--- config.mk ---
export PLATFORM = sky130hd
export DESIGN_NAME = gcounter_seq_ctrl
export DESIGN_NICKNAME = d
export VERILOG_FILES = /design/src/rtl/gcounter_seq_ctrl.sv
export SDC_FILE = /design/constraint.sdc
export NUM_CORES = 1
export LEC_CHECK = 0
export BUFFER_PORTS_ARGS = -buffer_cell sky130_fd_sc_hd__buf_4
export CELL_PAD_IN_SITES_DETAIL_PLACEMENT = 1
export CELL_PAD_IN_SITES_GLOBAL_PLACEMENT = 1
export CORE_ASPECT_RATIO = 1.4
export CORE_MARGIN = 2
export CORE_UTILIZATION = 45
export DETAILED_ROUTE_END_ITERATION = 8
export PLACE_DENSITY = 0.85
export SYNTH_ARGS = -nofsm -noshare
export SYNTH_HDL_FRONTEND = slang
export SYNTH_SLANG_ARGS = --single-unit
--- constraint.sdc ---
create_clock -name clk -period 5.7 [get_ports clk]
set_input_delay 0 -clock clk [delete_from_list [all_inputs] [get_ports clk]]
set_output_delay 0 -clock clk [all_outputs]
set_load 0.05 [all_outputs]
--- src/rtl/gcounter_seq_ctrl.sv ---
// Sequencer for the gated power-measurement counter: clears it, enables it for a
// programmed window, detects limit/stop/stall/overshoot and returns the final count.
module gcounter_seq_ctrl #(
  parameter int unsigned WIDTH         = 32,
  parameter int unsigned DEFAULT_LIMIT = 100,
  parameter int unsigned STALL_MAX     = 16
) (
  input  logic             clk,
  input  logic             reset,
  input  logic             cfg_we,
  input  logic [WIDTH-1:0] cfg_limit,
  input  logic             start,
  input  logic             stop,
  input  logic             abort,
  output logic             cnt_clr,
  output logic             cnt_en,
  input  logic [WIDTH-1:0] cnt_q,
  output logic             busy,
  output logic             res_valid,
  input  logic             res_ready,
  output logic [WIDTH-1:0] res_data,
  output logic [1:0]       res_status
);

  localparam int unsigned SW = (STALL_MAX > 2) ? $clog2(STALL_MAX) : 1;

  localparam logic [1:0] ST_LIMIT = 2'b00;
  localparam logic [1:0] ST_STOP  = 2'b01;
  localparam logic [1:0] ST_STALL = 2'b10;
  localparam logic [1:0] ST_OVER  = 2'b11;

  typedef enum logic [1:0] {IDLE, CLEAR, RUN, HOLD} state_t;

  state_t           state;
  logic [WIDTH-1:0] limit_r;
  logic [WIDTH-1:0] prev_q;
  logic [SW-1:0]    stall_cnt;
  logic             first_run;
  logic             clr_r;
  logic             busy_r;
  logic             hold_r;

  logic             same_q_c;
  logic             stall_hit_c;
  logic             exit_c;
  logic [1:0]       code_c;

  // The first RUN cycle has no valid previous sample, so it always counts as a change.
  assign same_q_c    = !first_run && (cnt_q == prev_q);
  assign stall_hit_c = same_q_c && (stall_cnt == SW'(STALL_MAX - 1));

  assign cnt_en    = (state == RUN) && !abort && (cnt_q < limit_r) && !stop && !stall_hit_c;
  assign cnt_clr   = clr_r;
  assign busy      = busy_r;
  assign res_valid = hold_r && !abort;

  // RUN exit decision in priority order: limit, overshoot, stall, stop.
  always_comb begin
    exit_c = 1'b0;
    code_c = ST_LIMIT;
    if (state == RUN) begin
      if (cnt_q == limit_r) begin
        exit_c = 1'b1;
        code_c = ST_LIMIT;
      end else if (cnt_q > limit_r) begin
        exit_c = 1'b1;
        code_c = ST_OVER;
      end else if (stall_hit_c) begin
        exit_c = 1'b1;
        code_c = ST_STALL;
      end else if (stop) begin
        exit_c = 1'b1;
        code_c = ST_STOP;
      end
    end
  end

  always_ff @(posedge clk) begin
    if (reset) begin
      state      <= IDLE;
      limit_r    <= WIDTH'(DEFAULT_LIMIT);
      prev_q     <= '0;
      stall_cnt  <= '0;
      first_run  <= 1'b0;
      clr_r      <= 1'b0;
      busy_r     <= 1'b0;
      hold_r     <= 1'b0;
      res_data   <= '0;
      res_status <= ST_LIMIT;
    end else begin
      prev_q    <= cnt_q;
      first_run <= 1'b0;
      clr_r     <= 1'b0;
      if (abort) begin
        state  <= IDLE;
        busy_r <= 1'b0;
        hold_r <= 1'b0;
      end else begin
        case (state)
          IDLE: begin
            if (cfg_we) limit_r <= cfg_limit;
            if (start) begin
              state  <= CLEAR;
              clr_r  <= 1'b1;
              busy_r <= 1'b1;
            end
          end
          CLEAR: begin
            state     <= RUN;
            first_run <= 1'b1;
            stall_cnt <= '0;
          end
          RUN: begin
            if (same_q_c) stall_cnt <= stall_cnt + SW'(1);
            else          stall_cnt <= '0;
            if (exit_c) begin
              state      <= HOLD;
              hold_r     <= 1'b1;
              res_data   <= cnt_q;
              res_status <= code_c;
            end
          end
          HOLD: begin
            if (res_ready) begin
              state  <= IDLE;
              busy_r <= 1'b0;
              hold_r <= 1'b0;
            end
          end
          default: begin
            state  <= IDLE;
            busy_r <= 1'b0;
            hold_r <= 1'b0;
          end
        endcase
      end
    end
  end

endmodule

==> impl_metrics.sql, run 1 <==
INSERT INTO impl_metrics (metric_group, metric, value, unit) VALUES
('clock_tree', 'ctsLongestPathBuffers', '2', ''),
('grt', 'overflow', '0', ''),
('worst_hold_path', 'holdPathStages', '2', ''),
('finish', 'syn_to_final_growth', '35.74', '%'),
('sta', 'maxSlewHeadroom', '25.39', '%'),
('detailed_routing', 'drt_drc_violations_left', '0', ''),
('synthesis', 'synth-xor-area-share', '2.999', '%'),
('finish', 'finalNetCount', '833', ''),
('worst_setup_path', 'slowest_library_cell_on_the_worst_path', 'o21ai_4', ''),
('run_status', 'status', 'complete, no violations', ''),
('clock_tree', 'cts_buffers', '9', ''),
('synthesis', 'postSynth.topFlopCell', 'dfxtp_1', ''),
('finish', 'layout-drive-gt1-share', '22.74', '%'),
('worst_setup_path', 'worstSetupPathDepth', '10', ''),
('synthesis', 'syn_inst', '562', ''),
('synthesis', 'synth.avg_cell_area', '9.355', 'um^2'),
('worst_setup_path', 'worstSetupStartpointType', 'flop', ''),
('clock_tree', 'numClockSinks', '108', ''),
('sta', 'finClkSkew', '0.009596', 'ns'),
('job', 'drv_cap', '0', ''),
('detailed_routing', 'highest_layer', 'met4', ''),
('finish', 'final_core_util', '62.94', '%'),
('worst_setup_path', 'critPathArrivalTime', '4.15', 'ns'),
('clock_tree', 'cts.reportedPaths.clkPinSlew', '0.07', 'ns'),
('synthesis', 'area_share_of_fa_ha_maj_cells_after_synthesis', '8.805', '%'),
('synthesis', 'yosysWarningCount', '0', ''),
('clock_tree', 'cts_htree_levels', '3', ''),
('sta', 'worst-slew-pin-transition', '1.119', 'ns'),
('worst_hold_path', 'timing.hold.worst.class', 'in -> reg', ''),
('die', 'die_w', '95.35', 'um'),
('detailed_routing', 'dr_wl_met3', '683', 'um'),
('sta', 'min_period_over_period', '68.55', '%'),
('worst_setup_path', 'timing.critical_path.to_type', 'flop', ''),
('worst_setup_path', 'path_cells', 'inv_1, ha_1, a21oi_1, o21ai_0, a2111oi_0, nor3_1, nand4bb_1, o21ai_4, buf_4, mux2_4', ''),
('sta', 'hold_violation_total_from_the_final_report', '0', ''),
('sta', 'final-max-slew-violation-count', '0', ''),
('detailed_routing', 'via_count', '4844', ''),
('finish', 'finalNonFillerCells', '879', ''),
('grt', 'globalRouteTotalUtil', '31.31', '%'),
('detailed_routing', 'avgViaCountPerCell', '5.511', ''),
('synthesis', 'synth.area.mux_share', '9.186', '%'),
('clock_tree', 'cts_repair_resize_count', '0', ''),
('die', 'design.die.area', '12580', 'um^2'),
('placed_design', 'hpwlAfterDp', '11350', 'um'),
('synthesis', 'postSynth.asyncResetShare', '0', '%'),
('detailed_routing', 'drtPass1Iterations', '4', ''),
('finish', 'final_cell_mix', 'buf_4 (111), dfxtp_1 (108), nor2b_1 (71)', ''),
('detailed_routing', 'wirelength_met1', '7307', 'um'),
('synthesis', 'synth_enable_flop_cells', '0', ''),
('synthesis', 'yosysUniqueCellTypes', '50', ''),
('sta', 'rsz_0062_raised_after_global_routing', 'false', ''),
('placed_design', 'dpl.cell_count', '795', ''),
('synthesis', 'yosysTopAreaCellShare', '41.12', '%'),
('grt', 'pin_count_of_the_biggest_net_entering_global_routing', '105', ''),
('clock_tree', 'cts.root.buffer_cell', 'clkbuf_16', ''),
('detailed_routing', 'met2_length', '10180', 'um'),
('synthesis', 'synthesis.area', '5258', 'um^2'),
('detailed_routing', 'postRouteWirelength', '19340', 'um'),
('synthesis', 'synth_area_leaders', 'dfxtp_1 (41%), ha_1 (8.8%), mux2_4 (8.6%), nor2b_1 (8.4%), nand2_1 (4.8%)', ''),
('worst_setup_path', 'r2r_cells', '10', ''),
('sta', 'fmax', '255.9', 'MHz'),
('grt', 'first_pass_grt_wire_length', '29600', 'um'),
('die', 'ios', '109', ''),
('synthesis', 'syn_nets', '670', ''),
('power_and_ir_drop', 'power_leakage', '0.003092', 'uW'),
('worst_setup_path', 'path_delay_family', 'compound AO/OA/AOI/OAI gates', ''),
('synthesis', 'synth_sequential_area_ratio', '41.12', '%'),
('worst_setup_path', 'critPathMaxFanout', '22', ''),
('grt', 'initial_antenna_violation_count', '4', ''),
('detailed_routing', 'wire_per_inst', '22.00', 'um'),
('worst_setup_path', 'crit_path_max_incr_delay', '0.96', 'ns');
## registers in the layout, summed over array words and instances, names as in the netlist, 2 cells and up
name        flops
res_status      2
state           2
stall_cnt       4
res_data       32
prev_q         32
limit_r        32
## area by class of cell
type / count / area [um^2]
fillers: 1260 / 4202
multi-input cells: 383 / 2784
flip-flops and latches: 108 / 2162
repair buffers: 174 / 1464
clock buffers: 11 / 242.7
inverters: 49 / 183.9
well taps: 144 / 180.2
clock inverters: 5 / 107.6
diodes: 5 / 12.51
## final timing paths
kind                                  start      endpoint  slack, ns
worst max-delay path            limit_r[27]  res_data[12]       1.79
worst min-delay path               cnt_q[2]     prev_q[2]       0.01
worst max register to register  limit_r[27]  res_data[12]       1.79
worst min register to register  limit_r[31]   limit_r[31]       0.46
## stage by stage
stage	total power [uW]	cell area, um^2	hold WS, ns	setup slack [ns]
floorplan	936.5	5258	0.1178	2.486
global placement	1021	6143	0.2046	2.117
detailed placement	1033	6143	0.2080	1.961
CTS	1799	7124	0.01019	1.951
global route	1874	7137	0.008842	1.664
finish	1823	7137	0.01361	1.793
## Yosys cell counts (2+ instances only)
cell type  instances
buf_12             3
nor2_1            22
xor2_1             2
nor3b_1            2
nor4_1             5
o22ai_1            2
ha_1              37
nor2b_1           71
o21ai_4            2
mux2_2             2
nand3_1            5
nand3b_1           2
a21oi_1           49
nand2b_1           6
a2111o_1           4
a21boi_0           2
clkbuf_1          18
nand4_1            9
xnor2_1           16
nor3_1             6
dfxtp_1          108
o21ai_0           11
o31ai_1            4
o221ai_1           2
and3_1             2
inv_1             49
a211o_1            3
nand2_1           67
mux2_4            30
## per-layer routing
metal	global-route usage, %	vias to the layer above
met5	0	-
met4	18.60	0
met3	4.631	79
met2	55.67	201
met1	34.09	2352
li1	-	2212
## worst reg2reg max path, delay by kind of cell, from the launching register on
kind,cells,cell delay (ns)
AOI/OAI and AO/OA,4,1.75
DFF,1,0.37
muxes,1,0.34
and+or+nand+nor,2,0.58
buffers and inverters,2,0.47
adders and majority gates,1,0.31
## logic make-up (layout without fill, tap and decap cells)
| family | count (synthesis) | in the layout |
|---|---|---|
| compound gates | 90 | 90 |
| flops | 108 | 108 |
| xor+xnor | 18 | 18 |
| fa+ha+maj | 37 | 37 |
| simple gates | 205 | 205 |
| mux | 33 | 33 |
| other cells | 0 | 5 |
| buf+inv | 71 | 239 |
## power breakdown
part	internal, uW	switching, uW	total (uW)	leakage (uW)
Sequential	781	16.2	797	0.000883
Clock	445	302	746	0.000170
Combinational	127	152	279	0.00204
## what timing repair did
action / CTS / global route
hold buffers: 63 / 0
setup buffers: 0 / 0
hold endpoints to repair: 63 / 0
Note: power is estimated with default switching activity, not from simulation.
==> run 2, diff against run 1 <==
--- a/config.mk
+++ b/config.mk
@@ -10,9 +10,9 @@
 export CELL_PAD_IN_SITES_GLOBAL_PLACEMENT = 1
 export CORE_ASPECT_RATIO = 1.4
 export CORE_MARGIN = 2
-export CORE_UTILIZATION = 45
+export CORE_UTILIZATION = 37
 export DETAILED_ROUTE_END_ITERATION = 8
-export PLACE_DENSITY = 0.85
+export PLACE_DENSITY = 0.74
 export SYNTH_ARGS = -nofsm -noshare
 export SYNTH_HDL_FRONTEND = slang
 export SYNTH_SLANG_ARGS = --single-unit
==> constraint.sdc (replaced) <==
create_clock -name clk -period 3.2 [get_ports clk]
set_input_delay 0 -clock clk [delete_from_list [all_inputs] [get_ports clk]]
set_output_delay 0 -clock clk [all_outputs]
set_load 0.05 [all_outputs]
==> run 2 against run 1 <==
  * Register-to-register slack got worse by 1.4 ns
  * Sequential power rose by 78%
  * Clock power rose by 50%
  * Non-clock buffer count rose by 6
  * Flip-flop and latch count did not move
  * Clock-buffer cell count fell by 2
  * First-iteration DRC count fell by 58%
  * Largest power group unchanged
==> impl_metrics.sql, run 2 (synthesized netlist as in run 1, its figures left out) <==
INSERT INTO impl_metrics (metric_group, metric, value, unit) VALUES
('run_status', 'status', 'complete, no violations', ''),
('die', 'design.die.area', '15190', 'um^2'),
('finish', 'final.fill_count', '1615', ''),
('detailed_routing', 'avgViaCountPerCell', '4.922', ''),
('finish', 'most_common_cell_after_layout_fill_and_taps_aside', 'buf_4', ''),
('sta', 'final-max-slew-violation-count', '0', ''),
('die', 'initial_core_util', '37.79', '%'),
('clock_tree', 'cts.root.buffer_cell', 'clkbuf_16', ''),
('clock_tree', 'numClockSinks', '108', ''),
('die', 'die_w', '104.7', 'um'),
('clock_tree', 'cts_htree_levels', '3', ''),
('finish', 'finalNetCount', '839', ''),
('job', 'drv_cap', '0', ''),
('sta', 'min_period_over_period', '92.98', '%'),
('grt', 'grt_pass1_vias', '5069', ''),
('sta', 'finClkSkew', '0.008507', 'ns'),
('finish', 'syn_to_final_growth', '36.84', '%'),
('clock_tree', 'worstSkewPairLatency', '0.36', 'ns'),
('clock_tree', 'cts.reportedPaths.clkPinSlew', '0.08', 'ns'),
('finish', 'final_cell_mix', 'buf_4 (114), dfxtp_1 (108), nor2b_1 (71)', ''),
('power_and_ir_drop', 'cellPowerDensity', '418.3', 'nW/um^2'),
('worst_setup_path', 'timing.critical_path.to_type', 'output port', ''),
('clock_tree', 'cts_buffers', '9', ''),
('placed_design', 'hpwlAfterDp', '11640', 'um'),
('sta', 'hold_violation_total_from_the_final_report', '0', ''),
('sta', 'rsz_0062_raised_after_global_routing', 'false', ''),
('die', 'chipHeight', '145.0', 'um'),
('finish', 'layout-drive-gt1-share', '23.37', '%'),
('placed_design', 'io_buffers', '108', ''),
('grt', 'globalRouteTotalUtil', '21.96', '%'),
('sta', 'tns', '0', 'ns'),
('detailed_routing', 'route.antenna.remaining_nets', '0', ''),
('worst_setup_path', 'critPathArrivalTime', '2.98', 'ns'),
('worst_setup_path', 'critPathMaxFanout', '7', ''),
('detailed_routing', 'drt_drc_violations_left', '0', ''),
('placed_design', 'globalplace.congestion', '0.8671', ''),
('power_and_ir_drop', 'worst_ir_drop_vdd', '230.1', 'uV'),
('finish', 'largest_registers', 'limit_r x32, prev_q x32, res_data x32', ''),
('grt', 'first_pass_grt_wire_length', '26030', 'um'),
('clock_tree', 'clock_tree_from_tritoncts', 'done', ''),
('detailed_routing', 'drtPass1Iterations', '4', ''),
('detailed_routing', 'postRouteWirelength', '16440', 'um'),
('power_and_ir_drop', 'power_leakage', '0.003094', 'uW'),
('worst_setup_path', 'crit_type', 'reg -> out', ''),
('die', 'std_cell_rows', '51', ''),
('sta', 'fmax', '336.1', 'MHz'),
('grt', 'initial_antenna_violation_count', '2', ''),
('worst_hold_path', 'timing.hold.worst.class', 'in -> reg', ''),
('power_and_ir_drop', 'total_power', '3009', 'uW'),
('sta', 'worst-slew-pin-transition', '0.6597', 'ns'),
('clock_tree', 'ctsLongestPathBuffers', '2', ''),
('clock_tree', 'postCtsSetupBuffers', '0', ''),
('worst_setup_path', 'r2r_slack', '0.39', 'ns'),
('grt', 'overflow', '0', ''),
('die', 'core_area', '13910', 'um^2'),
('die', 'ios', '109', ''),
('worst_setup_path', 'worstPathRequired', '3.20', 'ns'),
('sta', 'maxSlewHeadroom', '55.82', '%'),
('sta', 'setup_viol_count_final', '0', ''),
('detailed_routing', 'drtIter0Drc', '106', ''),
('grt', 'pin_count_of_the_biggest_net_entering_global_routing', '50', ''),
('detailed_routing', 'via_count', '4543', ''),
('worst_setup_path', 'worstSetupStartpointType', 'flop', ''),
('detailed_routing', 'wire_per_inst', '17.81', 'um'),
('sta', 'min_period', '2.975', 'ns');
==> run 2: report_power, final <==
| part | internal [uW] | leakage [uW] | switching (uW) |
|---|---|---|---|
| clock network | 549 | 0.000138 | 569 |
| registers | 1390 | 0.000883 | 25.6 |
| logic | 229 | 0.00207 | 245 |
| total | 2170 | 0.00309 | 840 |
==> run 2: path summary, 6_finish.rpt <==
kind          startpoint            to  depth (start not counted)
min reg2reg   limit_r[7]    limit_r[7]                          2
max          limit_r[19]        cnt_en                         10
min             cnt_q[0]     prev_q[0]                          3
max reg2reg  limit_r[19]  res_data[24]                         10
==> run 2: area by class of cell <==
class                   count  area, um^2  area share (%)
well taps                 185       231.5           3.217
flip-flops and latches    108        2162           30.05
inverters                  49       183.9           2.557
diodes                      2       5.005         0.06957
repair buffers            180        1526           21.22
clock buffers               9       225.2           3.130
clock inverters             7       68.82          0.9565
multi-input cells         383        2791           38.80
==> run 2: routing by layer <==
layer	up-vias	routed length [um]	GRT usage [%]
met5	-	0	0
met4	0	716	11.00
met3	41	626	5.076
met2	103	8678	40.06
met1	2182	6417	23.29
li1	2217	-	-
==> run 2: what timing repair did <==
action	4_1_cts	5_1_grt
endpoints found under the setup margin	0	1
endpoints found under the hold margin	65	0
gates resized for setup	0	1
hold buffers	65	0
==> run 2: worst max-delay path, cell delays in order (launching register included) <==
cell       delay, ns
dfxtp_1         0.36
inv_1           0.05
ha_1            0.30
a21oi_1         0.15
o21ai_0         0.14
a2111oi_1       0.46
nor3_1          0.09
nand4bb_1       0.28
buf_4           0.22
nor4_2          0.30
buf_4           0.26
==> run 2: metrics by stage <==
step | worst slack [ns] | instance area, um^2 | instances | hold slack [ns] | util, %
5_1_grt | 0.001341 | 7194 | 923 | 0.02526 | 51.72
6_report | 0.2247 | 7194 | 923 | 0.003378 | 51.72
3_5_place_dp | 0.3437 | 6243 | 840 | 0.2105 | 44.88
3_3_place_gp | 0.5118 | 6243 | 840 | 0.2040 | 44.88
2_1_floorplan | 0.5593 | 5264 | 562 | 0.1046 | -
4_1_cts | 0.1118 | 7188 | 921 | 0.0004889 | 51.67
